<file path="src/rtl/hasti_to_poci_bridge_if.sv">
// -----------------------------------------------------------------------------
// if_poci : POCI peripheral bus bundle (APB-like, word-only).
//
// Signals
//   psel     master -> slave  slave selected (SETUP and ACCESS)
//   penable  master -> slave  ACCESS phase marker
//   pwrite   master -> slave  1 = write
//   paddr    master -> slave  byte address, ADDR_WIDTH bits
//   pwdata   master -> slave  write data, 32 bits
//   prdata   slave -> master  read data, 32 bits
//   pready   slave -> master  ACCESS completes in this cycle
//   pslverr  slave -> master  transfer error, valid with pready
//
// Modports: m (bridge / master side), s (peripheral side).
// -----------------------------------------------------------------------------
interface if_poci #(
    parameter int unsigned ADDR_WIDTH = 32
);
    logic                  psel;
    logic                  penable;
    logic                  pwrite;
    logic [ADDR_WIDTH-1:0] paddr;
    logic [31:0]           pwdata;
    logic [31:0]           prdata;
    logic                  pready;
    logic                  pslverr;

    modport m (
        output psel, penable, pwrite, paddr, pwdata,
        input  prdata, pready, pslverr
    );

    modport s (
        input  psel, penable, pwrite, paddr, pwdata,
        output prdata, pready, pslverr
    );
endinterface

</file>
<file path="src/rtl/hasti_to_poci_bridge.sv">
// -----------------------------------------------------------------------------
// hasti_to_poci_bridge : turns each single HASTI (AHB-lite) transfer from the
// zscale data bus into one POCI SETUP/ACCESS transfer, stalling the core with
// hready until the peripheral answers (or the ACCESS timeout expires).
//
// Parameters
//   ADDR_WIDTH      width of haddr / paddr
//   TIMEOUT_CYCLES  max ACCESS cycles waiting for pready, 0 = wait forever
//
// Ports
//   pclk     single clock for both buses
//   presetn  asynchronous active-low reset
//   hsel, haddr, hwrite, htrans, hsize   HASTI address phase (hsize unused)
//   hwdata                               HASTI write data (data phase)
//   hrdata, hready, hresp                HASTI response
//   bus      POCI master modport
//
// Build option
//   POCI_BRIDGE_ERR_EN  when defined, pslverr or a timeout produce the
//                       two-cycle HASTI ERROR response (ERR1/ERR2); when
//                       undefined, pslverr is ignored and hresp stays 0.
// -----------------------------------------------------------------------------
module hasti_to_poci_bridge #(
    parameter int unsigned ADDR_WIDTH     = 32,
    parameter int unsigned TIMEOUT_CYCLES = 255
) (
    input  logic                  pclk,
    input  logic                  presetn,
    input  logic                  hsel,
    input  logic [ADDR_WIDTH-1:0] haddr,
    input  logic                  hwrite,
    input  logic [1:0]            htrans,
    input  logic [2:0]            hsize,
    input  logic [31:0]           hwdata,
    output logic [31:0]           hrdata,
    output logic                  hready,
    output logic                  hresp,
    if_poci.m                     bus
);

    localparam int CNT_W = (TIMEOUT_CYCLES > 0) ? $clog2(TIMEOUT_CYCLES + 1) : 1;
    // Counter value seen during the last permitted ACCESS cycle.
    localparam logic [CNT_W-1:0] TO_LAST =
        CNT_W'((TIMEOUT_CYCLES > 0) ? TIMEOUT_CYCLES - 1 : 0);

    typedef enum logic [2:0] {
        IDLE   = 3'd0,
        SETUP  = 3'd1,
        ACCESS = 3'd2,
        DONE   = 3'd3,
        ERR1   = 3'd4,
        ERR2   = 3'd5
    } state_t;

    state_t                state;
    logic                  psel_q;
    logic                  penable_q;
    logic                  pwrite_q;
    logic [ADDR_WIDTH-1:0] paddr_q;
    logic [31:0]           pwdata_q;
    logic [31:0]           hrdata_q;
    logic                  hready_q;
    logic                  err_q;
    logic [CNT_W-1:0]      cnt;
    logic                  accept;
    logic                  timeout_hit;

    assign accept      = hsel & htrans[1] & hready_q;
    assign timeout_hit = (TIMEOUT_CYCLES > 0) && (cnt == TO_LAST);

    // Width/protocol inputs that POCI has no use for.
`ifdef POCI_BRIDGE_ERR_EN
    logic unused_inputs;
    assign unused_inputs = &{1'b0, hsize, htrans[0]};
`else
    logic unused_inputs;
    assign unused_inputs = &{1'b0, hsize, htrans[0], bus.pslverr};
`endif

    always_ff @(posedge pclk or negedge presetn) begin
        if (!presetn) begin
            state     <= IDLE;
            psel_q    <= 1'b0;
            penable_q <= 1'b0;
            pwrite_q  <= 1'b0;
            paddr_q   <= '0;
            pwdata_q  <= '0;
            hrdata_q  <= '0;
            hready_q  <= 1'b1;
            err_q     <= 1'b0;
            cnt       <= '0;
        end else begin
            case (state)
                // Every state in which hready is high can accept the next
                // address phase; otherwise drop back to IDLE.
                IDLE, DONE, ERR2: begin
                    cnt       <= '0;
                    err_q     <= 1'b0;
                    penable_q <= 1'b0;
                    psel_q    <= accept;
                    hready_q  <= ~accept;
                    if (accept) begin
                        state    <= SETUP;
                        paddr_q  <= haddr;
                        pwrite_q <= hwrite;
                    end else begin
                        state    <= IDLE;
                    end
                end
                SETUP: begin
                    state     <= ACCESS;
                    penable_q <= 1'b1;
                    pwdata_q  <= hwdata;
                end
                ACCESS: begin
                    if (bus.pready) begin
                        psel_q    <= 1'b0;
                        penable_q <= 1'b0;
                        cnt       <= '0;
`ifdef POCI_BRIDGE_ERR_EN
                        if (bus.pslverr) begin
                            state    <= ERR1;
                            err_q    <= 1'b1;
                            hrdata_q <= '0;
                        end else
`endif
                        begin
                            state    <= DONE;
                            hready_q <= 1'b1;
                            if (!pwrite_q) begin
                                hrdata_q <= bus.prdata;
                            end
                        end
                    end else if (timeout_hit) begin
                        psel_q    <= 1'b0;
                        penable_q <= 1'b0;
                        cnt       <= '0;
                        hrdata_q  <= '0;
`ifdef POCI_BRIDGE_ERR_EN
                        state     <= ERR1;
                        err_q     <= 1'b1;
`else
                        state     <= DONE;
                        hready_q  <= 1'b1;
`endif
                    end else begin
                        cnt <= cnt + 1'b1;
                    end
                end
                // First ERROR cycle: hold the core one more cycle with hresp=1.
                ERR1: begin
                    state    <= ERR2;
                    hready_q <= 1'b1;
                end
                default: begin
                    state     <= IDLE;
                    psel_q    <= 1'b0;
                    penable_q <= 1'b0;
                    hready_q  <= 1'b1;
                    err_q     <= 1'b0;
                    cnt       <= '0;
                end
            endcase
        end
    end

    assign bus.psel    = psel_q;
    assign bus.penable = penable_q;
    assign bus.pwrite  = pwrite_q;
    assign bus.paddr   = paddr_q;
    // The slave may latch write data during SETUP, before pwdata_q is loaded.
    assign bus.pwdata  = (state == SETUP) ? hwdata : pwdata_q;

    assign hrdata = hrdata_q;
    assign hready = hready_q;
    assign hresp  = err_q;

endmodule

</file>
<file path="src/flat_wrapper.sv">
// flat-port wrapper written by rule: the top's interface ports become plain ports
module hasti_to_poci_bridge_flat 
#(
    parameter int unsigned ADDR_WIDTH     = 32,
    parameter int unsigned TIMEOUT_CYCLES = 255
)
  (pclk, presetn, hsel, haddr, hwrite, htrans, hsize, hwdata, hrdata, hready, hresp, bus_psel, bus_penable, bus_pwrite, bus_paddr, bus_pwdata, bus_prdata, bus_pready, bus_pslverr);
  if_poci #(.ADDR_WIDTH(ADDR_WIDTH)) bus_i ();
  input  logic pclk;
  input  logic presetn;
  input  logic hsel;
  input  logic [ADDR_WIDTH-1:0] haddr;
  input  logic hwrite;
  input  logic [1:0] htrans;
  input  logic [2:0] hsize;
  input  logic [31:0] hwdata;
  output logic [31:0] hrdata;
  output logic hready;
  output logic hresp;
  output wire logic [$bits(bus_i.psel)-1:0] bus_psel;
  output wire logic [$bits(bus_i.penable)-1:0] bus_penable;
  output wire logic [$bits(bus_i.pwrite)-1:0] bus_pwrite;
  output wire logic [$bits(bus_i.paddr)-1:0] bus_paddr;
  output wire logic [$bits(bus_i.pwdata)-1:0] bus_pwdata;
  input wire logic [$bits(bus_i.prdata)-1:0] bus_prdata;
  input wire logic [$bits(bus_i.pready)-1:0] bus_pready;
  input wire logic [$bits(bus_i.pslverr)-1:0] bus_pslverr;
  assign bus_psel = bus_i.psel;
  assign bus_penable = bus_i.penable;
  assign bus_pwrite = bus_i.pwrite;
  assign bus_paddr = bus_i.paddr;
  assign bus_pwdata = bus_i.pwdata;
  assign bus_i.prdata = bus_prdata;
  assign bus_i.pready = bus_pready;
  assign bus_i.pslverr = bus_pslverr;
  hasti_to_poci_bridge #(.ADDR_WIDTH(ADDR_WIDTH), .TIMEOUT_CYCLES(TIMEOUT_CYCLES)) u_core (.pclk(pclk), .presetn(presetn), .hsel(hsel), .haddr(haddr), .hwrite(hwrite), .htrans(htrans), .hsize(hsize), .hwdata(hwdata), .hrdata(hrdata), .hready(hready), .hresp(hresp), .bus(bus_i));
endmodule
</file>
<file path="config.mk">
export PLATFORM = sky130hd
export DESIGN_NAME = hasti_to_poci_bridge_flat
export DESIGN_NICKNAME = d
export VERILOG_FILES = /design/src/rtl/hasti_to_poci_bridge_if.sv /design/src/rtl/hasti_to_poci_bridge.sv /design/src/flat_wrapper.sv
export SDC_FILE = /design/constraint.sdc
export NUM_CORES = 1
export LEC_CHECK = 0
export ABC_AREA = 1
export BUFFER_PORTS_ARGS = -buffer_cell sky130_fd_sc_hd__buf_2
export CAP_MARGIN = 30
export CELL_PAD_IN_SITES_DETAIL_PLACEMENT = 1
export CELL_PAD_IN_SITES_GLOBAL_PLACEMENT = 1
export CORE_AREA = 2 2 115 117
export DETAILED_ROUTE_END_ITERATION = 12
export DIE_AREA = 0 0 117 119
export HOLD_SLACK_MARGIN = 0.15
export PLACE_DENSITY_LB_ADDON = 0.1
export SLEW_MARGIN = 20
export SYNTH_ARGS = -nofsm -noshare
export SYNTH_HDL_FRONTEND = slang
export SYNTH_SLANG_ARGS = --single-unit
</file>
<file path="constraint.sdc">
create_clock -name pclk -period 2.61 [get_ports pclk]
set_input_delay 0.1305 -clock pclk [delete_from_list [all_inputs] [get_ports pclk]]
set_output_delay 0.1305 -clock pclk [all_outputs]
set_load 0.01 [all_outputs]
</file>
Word level (Yosys, flattened, before mapping). Index checks and enable logic that the tools add are counted.

Word-level logic and storage cells: 51. Register bits: 111.

Bitwise operators: 6. Multiplexer cells: 18. Add/subtract/negate cells: 1. Reduce and logical (&&, ||, !) cells: 9. Equal/unequal tests: 8.

Operator list (count): 32-bit two-way mux (4); 8-bit two-way mux (2); 8-bit one-hot mux with 2 select lines (1); 3-bit one-hot mux with 4 select lines (1); 1-bit one-hot mux with 3 select lines (3); 8-bit by 1-bit adder with 8-bit output, second input constant (1); 8-bit equality test, second input constant (1); 2-bit AND reduction (4); 3-bit by 2-bit equality test with 1-bit output, second input constant (2); 3-bit equality test, second input constant (2); 3-bit two-way mux (2); 1-bit two-way mux (5); 1-bit NOT (4); 3-bit by 1-bit equality test with 1-bit output, second input constant (1); 3-bit zero test (1); 3-bit by 2-bit inequality test with 1-bit output, second input constant (1); 3-bit AND reduction (1); 3-bit OR reduction (1); 1-bit AND (2); 2-bit inequality test, second input constant (1); 2-bit nonzero test (1); 2-bit OR reduction (1).

Logic depth before layout (Yosys ltp). Gate-level depths: netlist (run 1).

Word-level depth: 4. Gate-level depth with buffers: 10. Depth with buffers taken out: 9.

Worst setup path after synthesis (run 1). OpenSTA, ideal clock, no wires.

Kind: register -> register. Start point: register u_core.state[2]. End point: register u_core.pwdata_q[10]. Setup time: 0.149 ns. Path slack: 1.272 ns. Cell stages (with the launch flop): 5. Data required time: 2.461 ns. Clock period less this slack: 1.338 ns. Arrival: 1.189 ns. Path buffers: 1. Cell sequence: dfrtp_1 -> inv_1 -> nand3_4 -> buf_2 -> mux2_1.

Longest elaborated chain between the ends: 2.

Ends and longest elaborated chain: start, declared (RTL line hasti_to_poci_bridge.sv:55) `state_t state;`; start signal, assigned (RTL line hasti_to_poci_bridge.sv:82) `state <= IDLE;`; start signal, assigned (RTL line hasti_to_poci_bridge.sv:103) `state <= SETUP;`; start signal, assigned (RTL line hasti_to_poci_bridge.sv:107) `state <= IDLE;`; 3-bit by 1-bit equality test with 1-bit output; 32-bit two-way mux; net bus_pwdata[10] (RTL line flat_wrapper.sv:24) `output wire logic [$bits(bus_i.pwdata)-1:0] bus_pwdata;`; end signal, assigned (RTL line hasti_to_poci_bridge.sv:113) `pwdata_q <= hwdata;`; end, declared (RTL line hasti_to_poci_bridge.sv:60) `logic [31:0] pwdata_q;`.

The timed path passes the listed nets, and every way through them passes these cells. A chain may end at the register's enable or synchronous reset.

Final worst setup path (run 1).
Start point: register u_core.state[2]. End point: output port bus_pwdata[18].

Longest elaborated chain between the ends: 2.

Ends and longest elaborated chain: 3-bit by 1-bit equality test with 1-bit output (RTL line hasti_to_poci_bridge.sv:172) `assign bus.pwdata = (state == SETUP) ? hwdata : pwdata_q;`; 32-bit two-way mux (RTL line hasti_to_poci_bridge.sv:172); end, declared (RTL line flat_wrapper.sv:24).

Every way passes these cells.

==> key figures, run 1 <==
Timing
  • Tmin final: roughly 2.2 ns
  • Max_slew headroom: 59.30%
  • Fmax achieved: around 460 MHz
  • Slew @ Worst Pin: 0.6083 ns
  • RSZ-0062 raised after global routing: no
  • Max-slew violation count: 0
  • Fin Clk Skew: 0.01271 ns
  • Final setup fails: 0
  • Fin crit share: 83.47%
  • Final Hold Vio Count: 0
  • Fin Setup TNS: 0 ns
  • Hold_ws: roughly 0.18 ns

Layout
  • Most frequent cells in the layout: 228 x nand2_1, 200 x buf_2, 110 x dfrtp_1
  • Final std cells w/o fill: approximately 900
  • Layout cells sized above 1: 31.55%
  • Fin nets: 852
  • P&R area growth vs syn: 54.30%
  • Antenna Cells: 0
  • Fin util: 53.22%
  • Commonest non-fill, non-tap cell in the layout: nand2_1

Worst setup path
  • Crit. End Element: primary output
  • RR Endpoint: u_core.bus.paddr[20]$_DFFE_PN0P_
  • Crit path DAT: approximately 2.1 ns
  • Critical Path Source Type: flip-flop
  • Worst-path cell chain: inv_1 -> nand3_4 -> mux2_1 -> buf_2
  • Max stage delay cell, worst path: mux2_1
  • CP Class: flip-flop to primary output
  • CP peak stage delay: 0.54 ns
  • Worst EP required: 2.48 ns
  • Reg-to-reg setup timing slack: 0.68 ns
  • Crit path max fanout: 37
  • Reg-to-reg critical path startpoint: u_core.state[2]$_DFFE_PN0P_
  • R2R cell count: 6
  • Crit path max-delay family: multiplexers
  • Bufs and invs on worst path: 2

Global route
  • Pin count of the biggest net entering global routing: between 50 and 60
  • GR Overflow Total: 0
  • First-pass GRT wire length: 23070 um
  • Gr usage total: 21.37%
  • Initial antenna violation count: 0
  • Vias in the first global route: around 4700

Drt
  • Drt drc: 0
  • DRT Pass-1 Iters: 4
  • WL/cell: approximately 16 um
  • Via count: 4077
  • Final ANT Viol Nets: 0
  • Initial DRC Count: 122
  • Wirelength, routed: 14340 um
  • Vias per inst: approximately 4.4

Hold path
  • Hold Path Origin: bus_pready
  • Worst hold endpoint: u_core.cnt[4]$_DFFE_PN0N_
  • Worst Hold Class: input port to flip-flop
  • Min-Delay Path Depth: 4

Placement
  • Inst Count DP: ~800
  • Hpwl dp: 8310 um
  • Buffers on Ports: around 200
  • Routability congestion estimate: 0.7604

Run
  • Max Cap Violations: 0

Clocking
  • Clk buf depth: 2
  • H-tree depth: 3
  • CTS tree: built
  • Clk sinks: 111
  • CTS Root Cell: clkbuf_16
  • Clock transition at path regs: about 0.070 ns
  • Num CTS Buffers: 9
  • Clock Latency Late Sink: between 0.3 and 0.4 ns

Floorplanning
  • Initial core utilization: 34.49%
  • Die footprint: 13920 sq um
  • Core area: 12870 sq um
  • DIE HEIGHT: 119 um
  • I/O pin count: 208
  • Die W: 117 um
  • FP Rows: 42

Pwr
  • Max IR drop VDD: 351.3 uV
  • Power density cells: 1031 nW/um^2
  • Leakage: about 3.7 nW

Logic synthesis
  • Synth Cell Area: about 4400 sq um
  • Syn_nets: 554
  • Warnings from Yosys: 0
  • Synthesized area per cell: roughly 10 sq um
  • Cells after synthesis: ~450
  • Synth unique cells: 26
  • Sequential area share after synthesis: 62.58%
  • Yosys reg bits: 111

Run status
  • Status: completed
==> worst register-to-register path: stages (launching register included) <==
cell	delay, ns
dfrtp_1	0.40
inv_1	0.13
nand3_4	0.43
nand3_2	0.29
buf_4	0.36
nand2_1	0.15
nand2_1	0.10
==> flip-flops by register name, summed over array words and instances, names as in the netlist <==
name                flops
u_core.bus.paddr       32
u_core.bus.penable      1
u_core.bus.psel         1
u_core.bus.pwrite       1
u_core.cnt              8
u_core.hrdata          32
u_core.hready           1
u_core.pwdata_q        32
u_core.state            3
==> worst max-delay path by stage <==
| stage | end | start | depth (start not counted) | slack [ns] |
|---|---|---|---|---|
| final | bus_pwdata[18] | u_core.state[2]$_DFFE_PN0P_ | 4 | 0.43 |
| after global routing | bus_pwdata[17] | u_core.state[2]$_DFFE_PN0P_ | 4 | 0.31 |
| after CTS | bus_pwdata[17] | u_core.state[2]$_DFFE_PN0P_ | 4 | 0.43 |
| after detailed placement | u_core.bus.paddr[11]$_DFFE_PN0P_ | u_core.state[2]$_DFFE_PN0P_ | 6 | 0.70 |
| after global placement | u_core.cnt[3]$_DFFE_PN0N_ | u_core.state[2]$_DFFE_PN0P_ | 7 | 0.76 |
| after floorplan | u_core.pwdata_q[10]$_DFF_PN0_ | u_core.state[2]$_DFFE_PN0P_ | 4 | 1.27 |
==> final cells by class <==
cell class              count  area [sq um]
clock inverters             4         30.03
clock buffers              12         256.5
well taps                 176         220.2
fillers                  1502          6023
multi-input cells         302          1471
inverters                  16         62.56
flip-flops and latches    111          2779
repair buffers            303          2032
==> cells in the mapped netlist <==
cell type	n	area share, %
nor3_4	1	0.37
nand2_2	3	0.42
nand3_2	1	0.23
buf_6	6	1.5
ha_1	2	0.56
nand3_4	1	0.39
dfrtp_1	110	62
nand2_1	228	19
conb_1	1	0.084
o21bai_1	1	0.17
mux2_1	27	6.8
dfstp_2	1	0.59
nor2_1	11	0.93
buf_2	6	0.68
nand3_1	8	0.90
a21oi_1	4	0.45
inv_2	1	0.084
inv_4	1	0.14
mux2_2	5	1.3
o21a_1	1	0.17
nor2_2	2	0.28
o21ai_0	4	0.45
buf_4	4	0.68
inv_1	14	1.2
nand4_1	1	0.14
xor2_1	1	0.20
==> cell families after synthesis <==
family	Yosys count	share of synthesized area, %
flops	111	62.58
other cells	1	0.08445
compound gates	10	1.240
buf+inv	32	4.283
simple gates	256	22.94
fa+ha+maj	2	0.5634
mux	32	8.115
xor+xnor	1	0.1973
==> per-layer routing <==
| metal | global-route usage (%) | routed length (um) | vias to the layer above | share of wire [%] |
|---|---|---|---|---|
| met5 | 0 | 0 | - | 0 |
| met2 | 38.15 | 7355 | 142 | 51 |
| met1 | 23.84 | 5577 | 1949 | 39 |
| met3 | 7.125 | 1133 | 19 | 7.9 |
| met4 | 6.324 | 267 | 0 | 1.9 |
| li1 | - | - | 1967 | - |
==> per-stage QoR <==
step           cell area, sq um  setup WS (ns)  power (mW)
6_report                   6852         0.4314       7.063
5_1_grt                    6852         0.3060       7.596
4_1_cts                    6852         0.4281       7.066
3_5_place_dp               5584         0.7021       5.598
3_3_place_gp               5584         0.7559       5.485
2_1_floorplan              4441          1.272       4.402
==> report_power, final <==
part	internal (mW)	leakage, nW	switching [mW]	total (mW)
clock network	0.703	0.139	0.626	1.33
logic	1.20	2.20	1.71	2.91
registers	2.48	1.38	0.352	2.83
==> what timing repair did <==
item	CTS	global route
hold buffers	98	0
gates resized for setup	0	0
endpoints found under the setup margin	0	0
setup buffers	0	0
hold endpoints to repair	129	0
Note: power is estimated with default switching activity, not from simulation.
==> run 2: changes to the inputs <==
--- a/config.mk
+++ b/config.mk
@@ -5,7 +5,7 @@
 export SDC_FILE = /design/constraint.sdc
 export NUM_CORES = 1
 export LEC_CHECK = 0
-export ABC_AREA = 1
+export ABC_AREA = 0
 export BUFFER_PORTS_ARGS = -buffer_cell sky130_fd_sc_hd__buf_2
 export CAP_MARGIN = 30
 export CELL_PAD_IN_SITES_DETAIL_PLACEMENT = 1
==> constraint.sdc (replaced) <==
create_clock -name pclk -period 2.1 [get_ports pclk]
set_input_delay 0.105 -clock pclk [delete_from_list [all_inputs] [get_ports pclk]]
set_output_delay 0.105 -clock pclk [all_outputs]
set_load 0.01 [all_outputs]
==> run 2 against run 1 <==
Effect of this change:
- clock skew down 0.0066 ns
- via count down 13%
- sequential share of layout area down 0.62 points
- die area unchanged
- non-clock buffer count up 7
- global-route usage down 2.1 points
- sequential power up 28%
- sequential cell count unchanged
- cell count down 17%
- synthesized cell count down 36%
- critical path type unchanged
- critical endpoint is now bus_pwdata[0]
==> key figures, run 2 <==
Drt
  • DRT Pass-1 Iters: 4 (unchanged)
  • Final ANT Viol Nets: 0 (unchanged)
  • WL/cell: 16.97 um (was 15.51 um)
  • Wirelength, routed: 13090 um (was 14340 um)
  • Via count: 3538 (was 4077)
  • Initial DRC Count: 165 (was 122)
  • Drt drc: 0 (unchanged)
  • Vias per inst: 4.589 (was 4.412)

Timing
  • Final setup fails: 0 (unchanged)
  • Hold_ws: 0.1672 ns (was 0.1767 ns)
  • Fin Clk Skew: 0.006141 ns (was 0.01271 ns)
  • Tmin final: 1.978 ns
  • Fin crit share: 94.21%
  • Slew @ Worst Pin: 0.5581 ns (was 0.6083 ns)
  • RSZ-0062 raised after global routing: no (unchanged)
  • Final Hold Vio Count: 0 (unchanged)
  • Fmax achieved: a little over 500 MHz
  • Final worst slack: 0.1216 ns (was 0.4314 ns)
  • Max_slew headroom: 62.79% (was 59.30%)
  • Fin Setup TNS: 0 ns (unchanged)
  • Max-slew violation count: 0 (unchanged)

Hold path
  • Worst Hold Class: input port to flip-flop (unchanged)

Placement
  • Hpwl dp: 8191 um (was 8310 um)
  • Routability congestion estimate: 0.7361 (was 0.7604)
  • Placement Setup Slack: 0.2211 ns (was 0.7021 ns)
  • Buffers on Ports: 201 (unchanged)

Floorplanning
  • Die footprint: 13920 sq um (unchanged)
  • DIE HEIGHT: 119 um (unchanged)
  • FP Rows: 42 (unchanged)
  • Initial core utilization: 34.56% (was 34.49%)
  • Core area: 12870 sq um (unchanged)
  • Die W: 117 um (unchanged)
  • I/O pin count: 208 (unchanged)

Clocking
  • Clock Latency Late Sink: 0.35 ns (was 0.36 ns)
  • # Post-CTS Setup Buffers: 0 (unchanged)
  • Clk sinks: 111 (unchanged)
  • Clk buf depth: 2 (unchanged)
  • H-tree depth: 3 (unchanged)
  • CTS tree: built (unchanged)
  • CTS Root Cell: clkbuf_16 (unchanged)
  • Clock transition at path regs: 0.07 ns (about the same)
  • Num CTS Buffers: 9 (unchanged)

Worst setup path
  • CP Class: flip-flop to primary output (unchanged)
  • Critical Path Source Type: flip-flop (unchanged)
  • Crit path DAT: 1.87 ns (was 2.05 ns)
  • Worst EP required: 2.00 ns (was 2.48 ns)
  • Crit. End Element: primary output (unchanged)
  • Crit path max fanout: 32 (was 37)

Layout
  • Fin util: 54.04% (was 53.22%)
  • Most frequent cells in the layout: 200 x buf_2, 110 x dfrtp_1, 98 x dlygate4sd3_1 (was 228 x nand2_1, 200 x buf_2, 110 x dfrtp_1)
  • P&R area growth vs syn: 56.38% (was 54.30%)
  • Antenna Cells: 0 (unchanged)
  • Commonest non-fill, non-tap cell in the layout: buf_2 (was nand2_1)
  • Layout cells sized above 1: 50.42% (was 31.55%)
  • Fin nets: 699 (was 852)

Pwr
  • Max IR drop VDD: 616.0 uV (was 351.3 uV)
  • Leakage: 3.450 nW (was 3.721 nW)
  • Overall Power: 9.494 mW (was 7.063 mW)
  • Power density cells: 1365 nW/um^2 (was 1031 nW/um^2)

Logic synthesis
  • Cells after synthesis: 287 (was 445)
  • Count leader, synth: dfrtp_1 (was nand2_1)
  • Warnings from Yosys: 0 (unchanged)
  • EDFF count, synth: 0 (unchanged)
  • Sequential area share after synthesis: 62.46% (was 62.58%)
  • Commonest cells post-synth: 110 x dfrtp_1, 38 x mux2_2, 32 x a22o_1 (was 228 x nand2_1, 110 x dfrtp_1, 27 x mux2_1)
  • Synth unique cells: 38 (was 26)
  • Synth Cell Area: 4449 sq um (was 4441 sq um)
  • Synthesized area per cell: 15.50 sq um (was 9.979 sq um)
  • Synth area leaders: dfrtp_1 62%, mux2_2 9.6%, mux2_4 9.1% (was dfrtp_1 62%, nand2_1 19%, mux2_1 6.8%)
  • Yosys reg bits: 111 (unchanged)
  • Async SR Flop Fraction: 100.0% (unchanged)
  • Post-synth top flop: dfrtp_1 (unchanged)
  • Yosys top cell by area: dfrtp_1 (unchanged)
  • Syn_nets: 396 (was 554)
  • Synth top area share: 61.87% (was 61.99%)

Global route
  • GR Overflow Total: 0 (unchanged)
  • First-pass GRT wire length: 20470 um (was 23070 um)
  • Vias in the first global route: 3999 (was 4671)
  • Pin count of the biggest net entering global routing: 44 (was 57)
  • Initial antenna violation count: 0 (unchanged)
  • Gr usage total: 19.24% (was 21.37%)

Run
  • Max Cap Violations: 0 (unchanged)

Run status
  • Status: completed (unchanged)
[run 2: through the flow]
stage               cells  area [sq um]
floorplan             287          4449
global placement      657          5667
detailed placement    657          5667
CTS                   771          6958
global route          771          6958
finish                771          6958
[run 2: final cells by class]
type,instances,area [sq um]
Clock buffer,12,256.5
Clock inverter,4,53.80
Fill cell,1374,5917
Sequential cell,111,2779
Multi-Input combinational cell,155,1515
Tap cell,176,220.2
Inverter,3,11.26
Timing Repair Buffer,310,2122
[run 2: path summary, 6_finish.rpt]
kind                                                         to  slack, ns  depth (start not counted)                     startpoint
max in group asynchronous             u_core.hready$_DFFE_PN1P_       1.13                          3                        presetn
worst max-delay path                              bus_pwdata[0]       0.12                          4    u_core.state[0]$_DFFE_PN0P_
worst min register to register    u_core.pwdata_q[20]$_DFF_PN0_       0.49                          1  u_core.pwdata_q[20]$_DFF_PN0_
worst min-delay path                  u_core.hready$_DFFE_PN1P_       0.17                          3                      htrans[1]
worst max register to register  u_core.bus.paddr[3]$_DFFE_PN0P_       0.22                          5    u_core.state[0]$_DFFE_PN0P_
min in group asynchronous         u_core.pwdata_q[24]$_DFF_PN0_       0.29                          2                        presetn
[run 2: where the power goes]
group | total [mW] | switching [mW] | internal [mW] | leakage [nW]
Sequential | 3.61 | 0.483 | 3.13 | 1.36
Clock | 1.76 | 0.768 | 0.993 | 0.145
Combinational | 4.12 | 1.93 | 2.19 | 1.95
[run 2: worst max-delay path: stages, from the launching register on]
cell,delay (ns)
dfrtp_1,0.48
nor3b_4,0.28
buf_12,0.23
mux2_2,0.37
buf_2,0.15
[run 2: what timing repair did]
action	in CTS	in global routing
resized for setup	0	0
hold buffers	98	0
endpoints found under the hold margin	134	0
endpoints found under the setup margin	0	0
[run 2: logic make-up after synthesis]
group / synth area share [%]
buffers and inverters: 3.740
muxes: 18.73
adders and majority gates: 0.5623
xor gates and xnor gates: 1.378
and+or+nand+nor: 4.219
DFF: 62.46
other: 0.08428
AOI/OAI and AO/OA: 8.830
[run 2: per-layer routing]
metal,global-route usage (%),wire [um],vias to the layer above
met4,8.015,283,0
li1,-,-,1633
met3,3.817,662,18
met1,21.49,5094,1785
met2,35.01,7046,102
met5,0,0,-
==> run 3: changes to the inputs <==
--- a/config.mk
+++ b/config.mk
@@ -11,6 +11,7 @@
 export CELL_PAD_IN_SITES_DETAIL_PLACEMENT = 1
 export CELL_PAD_IN_SITES_GLOBAL_PLACEMENT = 1
 export CORE_AREA = 2 2 115 117
+export CTS_CLUSTER_DIAMETER = 40
 export DETAILED_ROUTE_END_ITERATION = 12
 export DIE_AREA = 0 0 117 119
 export HOLD_SLACK_MARGIN = 0.15
==> constraint.sdc (replaced) <==
create_clock -name pclk -period 2.2 [get_ports pclk]
set_input_delay 0.11 -clock pclk [delete_from_list [all_inputs] [get_ports pclk]]
set_output_delay 0.11 -clock pclk [all_outputs]
set_load 0.01 [all_outputs]
==> run 3 against run 2 <==
Effect of this change:
- final area decreased by 0.29%
- highest routed layer unchanged
- global-route usage up 0.26 points
- clock power shrank 3%
- utilization decreased by 0.16 points
==> key figures, run 3 (synthesized netlist as in run 2, its figures left out) <==
Timing
  • Tmin final: 2.009 ns
  • RSZ-0062 raised after global routing: no (unchanged)
  • Fin crit share: 91.34%
  • Fmax achieved: 497.7 MHz
  • Fin Clk Skew: 0.01112 ns (was 0.006141 ns)
  • Final Hold Vio Count: 0 (unchanged)
  • Final setup fails: 0 (unchanged)
  • Fin Setup TNS: 0 ns (unchanged)
  • Max-slew violation count: 0 (unchanged)

Hold path
  • Worst Hold Class: input port to flip-flop (unchanged)

Worst setup path
  • Critical Path Source Type: flip-flop (unchanged)
  • Crit path DAT: 1.90 ns (was 1.87 ns)
  • Reg-to-reg setup timing slack: 0.33 ns (was 0.22 ns)
  • CP Class: flip-flop to primary output (unchanged)
  • Worst EP required: 2.09 ns (was 2.00 ns)
  • Worst-path cell chain: nor3b_4 -> buf_12 -> mux2_2 -> buf_2 (unchanged)
  • Bufs and invs on worst path: 2 (unchanged)
  • Crit. End Element: primary output (unchanged)
  • Max stage delay cell, worst path: dfrtp_1 (unchanged)
  • Crit path max-delay family: flip-flops (unchanged)
  • Crit path max fanout: 32 (unchanged)
  • CP peak stage delay: 0.49 ns (was 0.48 ns)

Floorplanning
  • I/O pin count: 208 (unchanged)
  • Die footprint: 13920 sq um (unchanged)
  • DIE HEIGHT: 119 um (unchanged)
  • Die W: 117 um (unchanged)
  • FP Rows: 42 (unchanged)
  • Initial core utilization: 34.56% (unchanged)
  • Core area: 12870 sq um (unchanged)

Clocking
  • CTS tree: built (unchanged)
  • Num CTS Buffers: 9 (unchanged)
  • Clock transition at path regs: 0.07 ns (about the same)
  • Clock Latency Late Sink: 0.35 ns (about the same)
  • Clk sinks: 111 (unchanged)
  • Clk buf depth: 2 (unchanged)
  • H-tree depth: 3 (unchanged)
  • CTS Root Cell: clkbuf_16 (unchanged)

Pwr
  • Leakage: 3.446 nW (was 3.450 nW)
  • Max IR drop VDD: 520.0 uV (was 616.0 uV)
  • Power density cells: 1311 nW/um^2 (was 1365 nW/um^2)

Drt
  • DRT Pass-1 Iters: 4 (unchanged)
  • Drt drc: 0 (unchanged)
  • WL/cell: 16.95 um (was 16.97 um)
  • Wirelength, routed: 13030 um (was 13090 um)
  • Initial DRC Count: 148 (was 165)
  • Final ANT Viol Nets: 0 (unchanged)
  • Vias per inst: 4.579 (was 4.589)
  • Via count: 3521 (was 3538)

Layout
  • Final std cells w/o fill: 769 (was 771)
  • Layout cells sized above 1: 50.17% (was 50.42%)
  • Commonest non-fill, non-tap cell in the layout: buf_2 (unchanged)
  • Fin nets: 696 (was 699)
  • Most frequent cells in the layout: 200 x buf_2, 110 x dfrtp_1, 98 x dlygate4sd3_1 (unchanged)
  • P&R area growth vs syn: 55.93% (was 56.38%)

Global route
  • Initial antenna violation count: 1 (was 0)
  • GR Overflow Total: 0 (unchanged)
  • Gr usage total: 19.50% (was 19.24%)
  • First-pass GRT wire length: 20600 um (was 20470 um)
  • Pin count of the biggest net entering global routing: 76 (was 44)
  • Vias in the first global route: 3968 (was 3999)

Placement
  • Hpwl dp: 7868 um (was 8191 um)
  • Inst Count DP: 654 (was 657)
  • Buffers on Ports: 201 (unchanged)
  • Routability congestion estimate: 0.7315 (was 0.7361)

Run
  • Max Cap Violations: 0 (unchanged)

Run status
  • Status: completed (unchanged)
## run 3: cell count changes in the layout (fill, tap and decap cells not counted)
cell        delta
buf_4          -3
clkinv_2       +2
clkinvlp_4     -2
clkbuf_8       +1
clkinv_4       -1
diode_2        +1
## run 3: cell type report
class	count	area, sq um
timing repair buffer	307	2100
antenna	1	2.502
sequential	111	2779
fill	1362	5937
inverter	3	11.26
multi-input combinational	155	1515
clock inverter	3	40.04
tap	176	220.2
clock buffer	13	270.3
## run 3: layer usage
metal  track usage (%)  vias to the layer above  part of all wire (%)  wire length, um
li1                  -                     1623                     -                -
met3             5.496                       23                   5.6              730
met4             7.206                        0                   2.5              329
met1             22.16                     1758                    39             5103
met5                 0                        -                     0                0
met2             34.36                      117                    53             6869
## run 3: final timing paths
kind / end / cells after the start / start
worst max-delay path: bus_pwdata[16] / 4 / u_core.state[0]$_DFFE_PN0P_
worst min-delay path: u_core.cnt[0]$_DFFE_PN0N_ / 4 / bus_pready
worst max register to register: u_core.bus.paddr[3]$_DFFE_PN0P_ / 5 / u_core.state[0]$_DFFE_PN0P_
worst min register to register: u_core.hrdata[1]$_DFFE_PN0P_ / 1 / u_core.hrdata[1]$_DFFE_PN0P_
max in group asynchronous: u_core.hrdata[18]$_DFFE_PN0P_ / 3 / presetn
min in group asynchronous: u_core.pwdata_q[26]$_DFF_PN0_ / 2 / presetn
## run 3: power by group
part	switching [mW]	internal (mW)	total, mW
clock	0.727	0.974	1.70
sequential	0.473	2.99	3.46
combinational	1.86	2.08	3.93
## run 3: repair_timing
action	CTS	global route
hold endpoints to repair	133	0
setup buffers	0	0
gates resized for setup	0	0
hold buffers	98	0
## run 3: tightest hold or removal path, stage by stage
cell      delay (ns)
buf_2           0.09
inv_1           0.08
o211ai_2        0.13
o21ai_0         0.09
## run 3: per-stage QoR
stage	total power, mW	util, %	worst slack, ns	hold WS, ns	area [sq um]
after floorplan	5.744	-	0.5485	-0.1856	4449
after global placement	7.154	43.84	0.3795	0.1088	5644
after detailed placement	7.249	43.84	0.3458	0.1092	5644
after CTS	9.148	53.87	0.1647	0.1792	6935
after global routing	9.693	53.89	0.08163	0.2328	6938
final	9.093	53.89	0.1906	0.1944	6938
